--- config.mk ---
export PLATFORM = sky130hd
export DESIGN_NAME = cmp_debounce_counter
export DESIGN_NICKNAME = d
export VERILOG_FILES = /design/src/rtl/cmp_debounce_counter.sv
export SDC_FILE = /design/constraint.sdc
export NUM_CORES = 1
export LEC_CHECK = 0
export ABC_CLOCK_PERIOD_IN_PS = 3200
export CORE_UTILIZATION = 51
export DETAILED_ROUTE_END_ITERATION = 6
export GPL_TIMING_DRIVEN = 1
export PLACE_DENSITY = 0.81
export SLEW_MARGIN = 20
export SYNTH_ARGS = -nofsm -noshare
export SYNTH_HDL_FRONTEND = slang
export SYNTH_SLANG_ARGS = --single-unit
--- constraint.sdc ---
create_clock -name clk -period 3.2 [get_ports clk]
set_clock_uncertainty 0.1 [all_clocks]
set_input_delay 0.64 -clock clk [delete_from_list [all_inputs] [get_ports clk]]
set_output_delay 0.64 -clock clk [all_outputs]
set_load 0.005 [all_outputs]
--- src/rtl/cmp_debounce_counter.sv ---
// Debounces the comparator's G/E/L class: a new relation commits only after HOLD consecutive
// valid samples. Counts commits per class and flags malformed flag combinations.
module cmp_debounce_counter #(
  parameter int unsigned HOLD = 4,
  parameter int unsigned CW   = 8
) (
  input  logic          clk,
  input  logic          rst_n,
  input  logic          in_valid,
  input  logic          G,
  input  logic          E,
  input  logic          L,
  input  logic          clr,
  output logic [1:0]    state,
  output logic          state_valid,
  output logic          change,
  output logic [CW-1:0] gt_count,
  output logic [CW-1:0] eq_count,
  output logic [CW-1:0] lt_count,
  output logic          err
);

  localparam int unsigned RW = (HOLD < 1) ? 1 : $clog2(HOLD + 1);

  localparam logic [1:0] ClsEq = 2'b00;
  localparam logic [1:0] ClsGt = 2'b01;
  localparam logic [1:0] ClsLt = 2'b10;

  logic [1:0]    state_q, state_d;
  logic          state_valid_q, state_valid_d;
  logic          change_q, change_d;
  logic [1:0]    cand_q, cand_d;
  logic [RW-1:0] run_q, run_d;
  logic [CW-1:0] gt_q, gt_d, eq_q, eq_d, lt_q, lt_d;
  logic          err_q, err_d;

  logic [1:0]    cls;
  logic          legal;
  logic [RW-1:0] run_nxt;

  always_comb begin
    cls   = ClsEq;
    legal = 1'b0;
    case ({G, E, L})
      3'b100:  begin cls = ClsGt; legal = 1'b1; end
      3'b010:  begin cls = ClsEq; legal = 1'b1; end
      3'b001:  begin cls = ClsLt; legal = 1'b1; end
      default: begin cls = ClsEq; legal = 1'b0; end
    endcase
  end

  // A run only continues if the candidate matches and progress has actually been made.
  assign run_nxt = (cls == cand_q && run_q != '0) ? run_q + RW'(1) : RW'(1);

  always_comb begin
    state_d       = state_q;
    state_valid_d = state_valid_q;
    change_d      = 1'b0;
    cand_d        = cand_q;
    run_d         = run_q;
    gt_d          = gt_q;
    eq_d          = eq_q;
    lt_d          = lt_q;
    err_d         = err_q;

    if (clr) begin
      state_d       = ClsEq;
      state_valid_d = 1'b0;
      cand_d        = ClsEq;
      run_d         = '0;
      gt_d          = '0;
      eq_d          = '0;
      lt_d          = '0;
      err_d         = 1'b0;
    end else if (in_valid) begin
      if (!legal) begin
        err_d = 1'b1;
        run_d = '0;
      end else if (state_valid_q && cls == state_q) begin
        run_d = '0;
      end else begin
        cand_d = cls;
        if (run_nxt == RW'(HOLD)) begin
          state_d       = cls;
          state_valid_d = 1'b1;
          change_d      = 1'b1;
          run_d         = '0;
          case (cls)
            ClsGt:   if (gt_q != '1) gt_d = gt_q + CW'(1);
            ClsLt:   if (lt_q != '1) lt_d = lt_q + CW'(1);
            default: if (eq_q != '1) eq_d = eq_q + CW'(1);
          endcase
        end else begin
          run_d = run_nxt;
        end
      end
    end
  end

  always_ff @(posedge clk or negedge rst_n) begin
    if (!rst_n) begin
      state_q       <= ClsEq;
      state_valid_q <= 1'b0;
      change_q      <= 1'b0;
      cand_q        <= ClsEq;
      run_q         <= '0;
      gt_q          <= '0;
      eq_q          <= '0;
      lt_q          <= '0;
      err_q         <= 1'b0;
    end else begin
      state_q       <= state_d;
      state_valid_q <= state_valid_d;
      change_q      <= change_d;
      cand_q        <= cand_d;
      run_q         <= run_d;
      gt_q          <= gt_d;
      eq_q          <= eq_d;
      lt_q          <= lt_d;
      err_q         <= err_d;
    end
  end

  assign state       = state_q;
  assign state_valid = state_valid_q;
  assign change      = change_q;
  assign gt_count    = gt_q;
  assign eq_count    = eq_q;
  assign lt_count    = lt_q;
  assign err         = err_q;

endmodule

* After elaboration in Yosys (flattened, before gate mapping)
Index checks and enable logic that the tools add are counted.
Word-level totals: register bits after elaboration 34, input port bits 7, output and inout port bits 29, logic and storage cells 97
Operators by class: add/sub/neg operators 4, eq/ne operators 14, multiplexer cells 51, reductions and logical operators 19
Operators with widths (number):
- $mux 8 | 21
- $add 8x1->8 const B | 3
- $ne 8x8->1 const B | 3
- $mux 2 | 9
- $mux 3 | 6
- $reduce_and 6->1 | 3
- $reduce_bool 2->1 | 8
- $mux 1 | 14
- $eq 3x3->1 const B | 2
- $eq 2x2->1 | 2
- $ne 2x2->1 const B | 2
- $pmux 2 s2 | 1
- $reduce_and 4->1 | 1
- $add 3x1->3 const B | 1
- $eq 3x1->1 const B | 1
- $eq 3x2->1 const B | 1
- $reduce_and 3->1 | 1
- $reduce_bool 3->1 | 1
- $reduce_or 3->1 | 1
- $eq 2x1->1 const B | 1
- $eq 2x2->1 const B | 1
- $logic_and 1x1->1 | 2
- $ne 2x1->1 const B | 1
- $reduce_and 2->1 | 1
- $reduce_or 2->1 | 1

* Logic depth before layout (Yosys ltp)
word-level depth 11, gate-level depth with buffers 8, depth with buffers taken out 7

* Worst setup path after synthesis
OpenSTA, ideal clock, no wires.
path kind input -> register, start input G, end register gt_q[6] (netlist: gt_count[6]), setup time 128 ps, arrival time 2139 ps, data required time 2972 ps, slack 834 ps, stages 7, path buffers 2, cell sequence buf_4 xor2_2 a211oi_4 o211ai_4 buf_6 nor4_1 mux2_1
On the way: cells in the longest elaborated chain, start to end 8, elaborated cells between the ends (all ways) 18, classes of those cells eq/ne: 8; mux: 3; reduce/logical: 7
Ends and longest elaborated chain:
- start: declaration | RTL line 10 | input logic G,
- $eq 3x1->1 or $eq 3x3->1 (tied branches) | RTL line 44 | case ({G, E, L})
- $pmux 2 s2 | RTL line 44
- $eq 2x2->1 | RTL line 53 | assign run_nxt = (cls == cand_q && run_q != '0) ? run_q + RW'(1) : RW'(1);
- $logic_and 1x1->1 | RTL line 53
- $mux 3 | RTL line 53
- $eq 3x3->1 | RTL line 83 | if (run_nxt == RW'(HOLD)) begin
- $reduce_bool 2->1 (no source line)
- $reduce_and 6->1 (no source line) *
- end signal: assignment | RTL line 117 | gt_q <= gt_d;
- end: declaration | RTL line 34 | logic [CW-1:0] gt_q, gt_d, eq_q, eq_d, lt_q, lt_d;
Every way passes the cells marked *; elsewhere a longest branch is shown, timed or not. A chain may end at the register's enable or synchronous reset.

* Final worst setup path
start input G, end register eq_q[5] (netlist: eq_count[5])
On the way: cells in the longest elaborated chain, start to end 8, elaborated cells between the ends (all ways) 20, classes of those cells eq/ne: 10; mux: 3; reduce/logical: 7
Ends and longest elaborated chain:
- $eq 3x1->1 or $eq 3x3->1 (tied branches) | RTL line 44
- $pmux 2 s2 | RTL line 44
- $eq 2x2->1 | RTL line 53
- $logic_and 1x1->1 | RTL line 53
- $mux 3 | RTL line 53
- $eq 3x3->1 | RTL line 83
- $reduce_bool 2->1 (no source line)
- $reduce_and 6->1 (no source line) *
- end signal: assignment | RTL line 118 | eq_q <= eq_d;
- end: declaration | RTL line 34
Marked as above.

==> impl_results.md <==
* Status: finished, final reports clean
* YS warnings at 0
* Register area share after synthesis at 40.5%
* Power per standard cell area at 329 nW/um^2
* Die height at 66.2 microns
* Crit path DAT at 2.85 ns
* Largest stage delay, worst path at 0.69 ns
* CTS Sinks at 34
* Dpl hpwl at 3190 microns
* Hold path start: err
* Crit path cell chain: clkdlybuf4s50_1 -> nand4bb_1 -> a21oi_1 -> o211ai_4 -> buf_12 -> nor4_1 -> mux2_1
* Final WL at 4650 microns
* Syn nets at 235
* Worst Setup End Kind: flop
* Clock buffer count from CTS at 5
* RePlAce Congestion at 0.890
* # DRC at 0
* Crit path time final at 2.78 ns
* Layout cell share with drive strength beyond 1 at 8.88%
* Syn_area_per_cell at 9.42 sq um
* Ys async rst share at 100%
* Die Area at 4380 sq um
* Maximum vdd drop at 0.000181 V
* Post-Layout Inst Area at 2580 sq um
* Reg2reg path depth at 7
* Buf/Inv on CP at 2
* Routed len/inst at 15.1 microns
* CP max stage cell: clkdlybuf4s50_1
* Worst Tran Pin Value at 0.443 ns
* Pin count of the biggest net entering global routing at 45
* Hold Crit Depth at 2
* Final std cells w/o fill at 307
* Type of the tightest min-delay check: reg2reg
* RSZ-0062 raised after global routing: no
* Final hold vios at 0
* Initial core utilization at 55.3%
* Core ar. at 3800 sq um
* Number of global-route vias before repair at 1,742
* #FFs+latches synth at 34
* CTS clk-pin slew, worst paths at 0.07 ns
* First-pass GRT wire length at 7930 microns
* Post-CTS sizing at 0
* Vias at 1,902
* Grt ovf at 0
* Cells taking the most area after synthesis: dfrtp_1 (41%), a21oi_1 (5.7%), o31ai_1 (3.9%)
* CTS max path bufs at 2
* Syn Std Cell Area at 2100 sq um
* CTS tree: yes
* DR iter-0 viols at 171
* R2R Setup Slk at 0.68 ns
* Post-synth EDFFs at 0
* Synth cell types at 49
* WS Path Type: in2reg
* Hold-fix buffers at CTS at 0
* Main synth FF type: dfrtp_1
* Die W at 66.2 microns
* Initial antenna violation count at 0
* Placed insts at 299
* # rows at 22
* Required time of the critical path at 3.27 ns
* # diodes at 0
* CTS root buf: clkbuf_8
* Tcrit/Tclk final at 86.9%
* Mapped Cells at 223
* P&R area growth vs syn at 22.9%
* Cell taking the most area after synthesis: dfrtp_1
* Antenna-violating nets left at 0
* Top-area cell type share of the netlist area at 40.5%
* Hold worst-path end: err
* Leakage power at 0.952 nW
* Most common cell after layout, fill and taps aside: clkdlybuf4s50_1
* Setup violators final at 0
* Max Cap Viol at 0
* Worst reg2reg endpoint: eq_count[5]
* Max-slew violation count at 0
* RR Startpoint: run_q[0]
* IO Pins at 36
* Port-buffer cells at 35
* Setup TNS at 0 ns
* Critical path peak fanout at 44
* Startpoint types: primary input
* Post-CTS Setup Inserts at 0
* Nets at 270
* Drt pass-1 iters at 6
* GRT Util Overall at 23.9%
* Worst-Skew Late Latency at 0.30 ns
* CP delay by family, top: buffers and inverters
* Placement-stage cell area at 2490 sq um
* Max frequency at 0.360 GHz
* Vias per inst at 6.20
* Most frequent cells in the layout: clkdlybuf4s50_1 (35), dfrtp_1 (34), a21oi_1 (24), nand3_1 (13), nor2_1 (12)
* Relative slew slack at 70.4%
* Htree depth at 2
## state kept, by name, summed over array words and instances (netlist names)
signal and flops:
cand_q 2, lt_count 8, state 2, err 1, gt_count 8, state_valid 1, eq_count 8, change 1
run_q 3
## logic make-up (layout without fill, tap and decap cells)
logic type | count (synthesis) | in the layout | synth area share, %
xor+xnor | 2 | 2 | 1.19
compound gates | 59 | 59 | 19.2
buf+inv | 21 | 57 | 5.12
fa+ha+maj | 5 | 5 | 2.98
flops | 34 | 34 | 40.5
simple gates | 97 | 97 | 28.4
mux | 5 | 5 | 2.56
## per-stage QoR
step / power [mW] / util (%) / setup WS, ns / hold slack [ns]
floorplan: 0.491 / - / 0.834 / 0.244
global placement: 0.521 / 65.5 / 0.195 / 0.378
detailed placement: 0.522 / 65.5 / 0.138 / 0.406
CTS: 0.859 / 68.0 / 0.450 / 0.420
global route: 0.885 / 68.0 / 0.277 / 0.443
finish: 0.850 / 68.0 / 0.420 / 0.414
## area by class of cell
cell class | instances | area [sq um]
Clock buffer | 6 | 82.6
Clock inverter | 2 | 12.5
Fill cell | 320 | 1220
Inverter | 9 | 33.8
Multi-Input combinational cell | 168 | 1140
Sequential cell | 34 | 851
Tap cell | 48 | 60.1
Timing Repair Buffer | 40 | 400
## worst register-to-register path: stages, from the launching register on
cell and delay [ns]:
dfrtp_1 0.40, inv_1 0.07, ha_1 0.21, or3b_4 0.38, a21oi_4 0.32, nand2_2 0.23
nor4_1 0.32, mux2_1 0.36
## power breakdown
group / switching, mW / total (mW) / internal [mW]
Clock: 0.163 / 0.336 / 0.173
Sequential: 0.00193 / 0.434 / 0.432
Combinational: 0.0510 / 0.0807 / 0.0297
## per-layer routing
metal	GRT usage (%)	share of wire (%)	up-vias
li1	-	-	913
met1	31.2	45	917
met2	39.2	48	66
met3	5.52	5.4	6
met4	7.71	1.4	0
met5	0	0	-
## Yosys cell counts (all sizes together), types with 2 or more instances
library cell	number
or3b	4
nand4bb	2
o21bai	2
mux2i	2
o31ai	11
or3	9
nand2	9
or4	11
nand4	7
nor2b	4
o21ai	10
and3	3
nand4b	2
o32ai	3
nor4	5
inv	9
nor2	12
nand2b	11
mux2	3
buf	7
clkbuf	5
xor2	2
a2bb2oi	2
a21oi	25
dfrtp	34
nand3	14
ha	5
## how the worst max path moves through the flow
stage / from / endpoint / slack [ns] / cells past startpoint
floorplan: G / gt_count[6] / 0.83 / 7
CTS: G / eq_count[5] / 0.45 / 7
detailed placement: G / eq_count[5] / 0.14 / 7
global placement: G / eq_count[5] / 0.19 / 7
global route: G / eq_count[5] / 0.28 / 7
finish: G / eq_count[5] / 0.42 / 7
No activity file was read; power rests on OpenSTA's default activity.
